===== src/rtl/serial_parity_rx.sv =====
// Oversampling receiver for start/data(LSB first)/even-parity/stop frames.
// Every decision samples the two-flop synchronised line at mid-bit.
module serial_parity_rx #(
  parameter int DATA_W       = 8,
  parameter int CLKS_PER_BIT = 16
) (
  input  logic              clk,
  input  logic              rst_n,
  input  logic              rx_in,
  output logic [DATA_W-1:0] data_out,
  output logic              data_valid,
  output logic              parity_err,
  output logic              frame_err,
  output logic              busy
);

  localparam int CW = $clog2(CLKS_PER_BIT);
  localparam int BW = (DATA_W > 1) ? $clog2(DATA_W) : 1;
  localparam logic [CW-1:0] C_MID  = CW'(CLKS_PER_BIT / 2 - 1);
  localparam logic [CW-1:0] C_LAST = CW'(CLKS_PER_BIT - 1);
  localparam logic [BW-1:0] B_LAST = BW'(DATA_W - 1);

  typedef enum logic [2:0] {
    S_IDLE   = 3'd0,
    S_START  = 3'd1,
    S_DATA   = 3'd2,
    S_PARITY = 3'd3,
    S_STOP   = 3'd4,
    S_BREAK  = 3'd5
  } state_t;

  function automatic logic f_parity(input logic [DATA_W-1:0] d);
    return ^d;
  endfunction

  state_t            r_state;
  state_t            w_state_nxt;
  logic              r_sync1;
  logic              r_sync2;
  logic              w_rx_s;
  logic [CW-1:0]     r_cyc_cnt;
  logic [BW-1:0]     r_bit_cnt;
  logic [DATA_W-1:0] r_shift;
  logic [DATA_W:0]   w_shift_cat;
  logic              r_par_bit;
  logic              w_mid;
  logic              w_last;
  logic              w_stop_smp;

  assign w_rx_s      = r_sync2;
  assign w_mid       = (r_cyc_cnt == C_MID);
  assign w_last      = (r_cyc_cnt == C_LAST);
  assign w_stop_smp  = (r_state == S_STOP) && w_last;
  assign w_shift_cat = {w_rx_s, r_shift};
  assign busy        = (r_state != S_IDLE);

  // Two-flop synchroniser for the asynchronous line
  always_ff @(posedge clk or negedge rst_n) begin
    if (!rst_n) begin
      r_sync1 <= 1'b1;
      r_sync2 <= 1'b1;
    end else begin
      r_sync1 <= rx_in;
      r_sync2 <= r_sync1;
    end
  end

  // State register
  always_ff @(posedge clk or negedge rst_n) begin
    if (!rst_n) begin
      r_state <= S_IDLE;
    end else begin
      r_state <= w_state_nxt;
    end
  end

  // Next-state logic; START's mid-bit sample fixes the sampling phase for the frame
  always_comb begin
    w_state_nxt = r_state;
    case (r_state)
      S_IDLE:   if (!w_rx_s) w_state_nxt = S_START; else w_state_nxt = S_IDLE;
      S_START:  if (w_mid) w_state_nxt = w_rx_s ? S_IDLE : S_DATA; else w_state_nxt = S_START;
      S_DATA:   if (w_last && (r_bit_cnt == B_LAST)) w_state_nxt = S_PARITY; else w_state_nxt = S_DATA;
      S_PARITY: if (w_last) w_state_nxt = S_STOP; else w_state_nxt = S_PARITY;
      S_STOP:   if (w_last) w_state_nxt = w_rx_s ? S_IDLE : S_BREAK; else w_state_nxt = S_STOP;
      S_BREAK:  if (w_rx_s) w_state_nxt = S_IDLE; else w_state_nxt = S_BREAK;
      default:  w_state_nxt = S_IDLE;
    endcase
  end

  // Bit-period and bit-index counters, cleared on every state change
  always_ff @(posedge clk or negedge rst_n) begin
    if (!rst_n) begin
      r_cyc_cnt <= {CW{1'b0}};
      r_bit_cnt <= {BW{1'b0}};
    end else if ((w_state_nxt != r_state) || (r_state == S_IDLE) || (r_state == S_BREAK)) begin
      r_cyc_cnt <= {CW{1'b0}};
      r_bit_cnt <= {BW{1'b0}};
    end else begin
      r_cyc_cnt <= w_last ? {CW{1'b0}} : r_cyc_cnt + CW'(1);
      if ((r_state == S_DATA) && w_last) r_bit_cnt <= r_bit_cnt + BW'(1);
    end
  end

  // Deserialiser, parity capture and result registers
  always_ff @(posedge clk or negedge rst_n) begin
    if (!rst_n) begin
      r_shift    <= {DATA_W{1'b0}};
      r_par_bit  <= 1'b0;
      data_out   <= {DATA_W{1'b0}};
      data_valid <= 1'b0;
      parity_err <= 1'b0;
      frame_err  <= 1'b0;
    end else begin
      data_valid <= w_stop_smp;
      if ((r_state == S_DATA) && w_last) r_shift <= w_shift_cat[DATA_W:1];
      if ((r_state == S_PARITY) && w_last) r_par_bit <= w_rx_s;
      if (w_stop_smp) begin
        data_out   <= r_shift;
        parity_err <= f_parity(r_shift) ^ r_par_bit;
        frame_err  <= ~w_rx_s;
      end
    end
  end

endmodule


===== config.mk =====
export PLATFORM = sky130hd
export DESIGN_NAME = serial_parity_rx
export DESIGN_NICKNAME = d
export VERILOG_FILES = /design/src/rtl/serial_parity_rx.sv
export SDC_FILE = /design/constraint.sdc
export NUM_CORES = 1
export LEC_CHECK = 0
export ABC_AREA = 0
export BUFFER_PORTS_ARGS = -buffer_cell sky130_fd_sc_hd__buf_2
export CELL_PAD_IN_SITES_DETAIL_PLACEMENT = 2
export CELL_PAD_IN_SITES_GLOBAL_PLACEMENT = 2
export CORE_MARGIN = 3
export CORE_UTILIZATION = 35
export DETAILED_ROUTE_END_ITERATION = 7
export PLACE_DENSITY_LB_ADDON = 0.2
export SLEW_MARGIN = 20
export SYNTH_ARGS = -nofsm -noshare
export SYNTH_HDL_FRONTEND = slang
export SYNTH_SLANG_ARGS = --single-unit

===== constraint.sdc =====
create_clock -name clk -period 5.48 [get_ports clk]
set_input_delay 1.096 -clock clk [delete_from_list [all_inputs] [get_ports clk]]
set_output_delay 1.096 -clock clk [all_outputs]
set_load 0.05 [all_outputs]

==> impl_metrics.tcl <==
set metrics [dict create \
    status "complete, no violations" \
    setup_viol 0 \
    wl_mm 3.49 \
    cts_max_level 2 \
    firstDrtPassIters 4 \
    die_x_um 72.0 \
    maxSlewViolCount 0 \
    vias 1115 \
    fin_skew_ps 5.10 \
    clock_power_share 0.312 \
    setup_tns_ps 0 \
    fin_crit_ps 2640 \
    power_density_nw_per_um2 405 \
    dieArea_um2 5180 \
    rsz0062_at_grt "no" \
    worstHoldPathCells 0 \
    arrival_ps 1550 \
    combPwrFrac 0.239 \
    synth_common_cells "32 x nand2_1, 30 x dfrtp_1, 10 x mux2_2" \
    maxSlewHeadroom 0.521 \
    p_int_uw 473 \
    viasPerCell 5.28 \
    r2r.worst_path.cells 6 \
    cts_hold_buf 0 \
    drt_iter0_drc 17 \
    max-vdd-ir-drop_mv 0.225 \
    overflow 0 \
    route.detailed.drc 0 \
    syn_area_um2 1520 \
    synth-edff-count 0 \
    worst-r2r-setup-slack_ps 3200 \
    clkSinkCount 32 \
    drive_above_1_share 0.242 \
    antenna_found_initial 0 \
    grt_max_degree 33 \
    grt_pass1_wl_mm 6.12 \
    grt_pass1_vias 1228 \
    swShare 0.329 \
    min_period_over_period 0.482 \
    cp-end-kind "output port" \
    synth_fp_nets 151 \
    min_to "r_sync2$_DFF_PN1_" \
    clock.fmax_mhz 378 \
    ctsResizeCount 0 \
    critPathMaxFanout 17 \
    die_h_um 72.0 \
    n_antenna_cell 0 \
    synth-seq-area-share 0.527 \
    ys_types 37 \
    fp-row-count 23 \
    initial_core_util 0.373 \
    rr_startpoint "r_cyc_cnt[0]$_DFF_PN0_" \
    final_net_count 166 \
    cap_violations 0 \
    synthCells 145 \
    io_buffer_count 14 \
    ys_seq_elements 32 \
    synth_top_area_frac 0.493 \
    start_kind "flop" \
    ys.flop_type "dfrtp_1" \
    syn_avg_cell_area_um2 10.5 \
    tightest_slew_ps 719 \
    drtAntennaViolNets 0 \
    tritoncts "built" \
    path_class "reg2out" \
    p_leak_uw 0.000877 \
    area_growth_pct 14.2 \
    hold_path.class "reg2reg" \
    power_frac_seq 0.449 \
    synthMostInstantiatedCell "nand2_1" \
    synth_area_leaders "dfrtp_1 49%, nand2_1 7.9%, mux2_2 7.4%" \
    clk_path_buf_depth 2 \
    wl_per_cell_um 16.5 \
    cts_root_buf "clkbuf_8" \
    required_ps 4380 \
    reg2reg_to "r_bit_cnt[0]$_DFFE_PN0P_" \
    dp_hpwl_mm 2.48 \
    post-cts-setup-buffer-count 0 \
    async_reset_ff_frac 1.00 \
    synth_top_area_cell "dfrtp_1" \
    hp-start "r_sync1$_DFF_PN1_" \
    track_usage 0.152 \
    holdWs_ps 363 \
    core_um2 4090 \
    switchingPower_uw 232 \
    fillers 438 \
    synth_warnings 0 \
    io_pins 15 \
    clock_latency_ps 280 \
    path_clk_slew_ps 70 \
    numCtsBuffers 5 \
    finalHoldViolCount 0 \
    gp_congestion 0.848 \
]
==> placed cells by master (no fill, tap or decap), drive strengths merged, types with 3 or more instances in the layout <==
master / synthesis / routed
nand2: 32 / 32
clkbuf: 5 / 6
nor2: 3 / 3
mux2: 10 / 10
xnor2: 8 / 8
o21ai: 7 / 7
nor2b: 4 / 4
mux2i: 3 / 3
dfrtp: 30 / 30
or3: 3 / 3
nor3: 4 / 4
ha: 3 / 3
nand3: 4 / 4
a21oi: 4 / 4
buf: 1 / 14
==> layout make-up <==
cell class | instances | area [um2] | share of cell area
sequential | 32 | 803 | 0.462
tap | 50 | 62.6 | 0.0359
clock buffer | 6 | 72.6 | 0.0417
timing repair buffer | 14 | 70.1 | 0.0403
inverter | 2 | 7.51 | 0.00431
multi-input combinational | 105 | 689 | 0.396
clock inverter | 2 | 35.0 | 0.0201
==> worst max-delay path, stage by stage, from the launching register on <==
cell and delay [ps]:
dfrtp_1 560, or3_1 480, buf_2 230
==> worst max path at each step <==
stage                          from  endpoint  slack, ps  cells past startpoint
2_1_floorplan  r_state[1]$_DFF_PN0_      busy       3210                      2
3_3_place_gp   r_state[0]$_DFF_PN0_      busy       3180                      2
3_5_place_dp   r_state[0]$_DFF_PN0_      busy       3150                      2
4_1_cts        r_state[0]$_DFF_PN0_      busy       2830                      2
5_1_grt        r_state[0]$_DFF_PN0_      busy       2760                      2
6_report       r_state[0]$_DFF_PN0_      busy       2840                      2
==> routing by layer <==
layer  GRT usage  wire (um)
met5           0          0
met4      0.0438         34
met3      0.0416        113
met2       0.260       1820
met1       0.188       1520
==> stage by stage <==
stage / total power [uW] / utilization / cells / instance area [um2] / setup WS, ps
global route: 755 / 0.426 / 211 / 1740 / 2760
CTS: 715 / 0.426 / 211 / 1740 / 2830
finish: 705 / 0.426 / 211 / 1740 / 2840
floorplan: 444 / - / 145 / 1520 / 3210
detailed placement: 491 / 0.400 / 203 / 1630 / 3150
global placement: 479 / 0.400 / 203 / 1630 / 3180
==> cells by family (layout without fill, tap and decap cells) <==
logic type	count (synthesis)	in the layout	share of synthesized area
AO/OA/AOI/OAI	24	24	0.107
adder cells (fa/ha/maj)	3	3	0.0246
buffers and inverters	8	24	0.0205
multiplexers	13	13	0.0936
XOR/XNOR	9	9	0.0517
flip-flops	32	32	0.527
AND/OR/NAND/NOR	56	56	0.176
==> power groups by stage <==
stage          sequential [uW]  combinational [uW]  clock, uW
3_3_place_gp               314                 165          0
6_report                   317                 168        220
2_1_floorplan              286                 158          0
4_1_cts                    317                 172        227
3_5_place_dp               321                 170          0
5_1_grt                    325                 192        238
==> state kept, by name, summed over array words and instances, names as in the netlist <==
name / cells
r_par_bit: 1
data_valid: 1
r_shift: 8
r_sync1: 1
r_state: 3
frame_err: 1
data_out: 8
r_sync2: 1
parity_err: 1
r_cyc_cnt: 4
r_bit_cnt: 3
No activity file was read; power rests on OpenSTA's default activity.
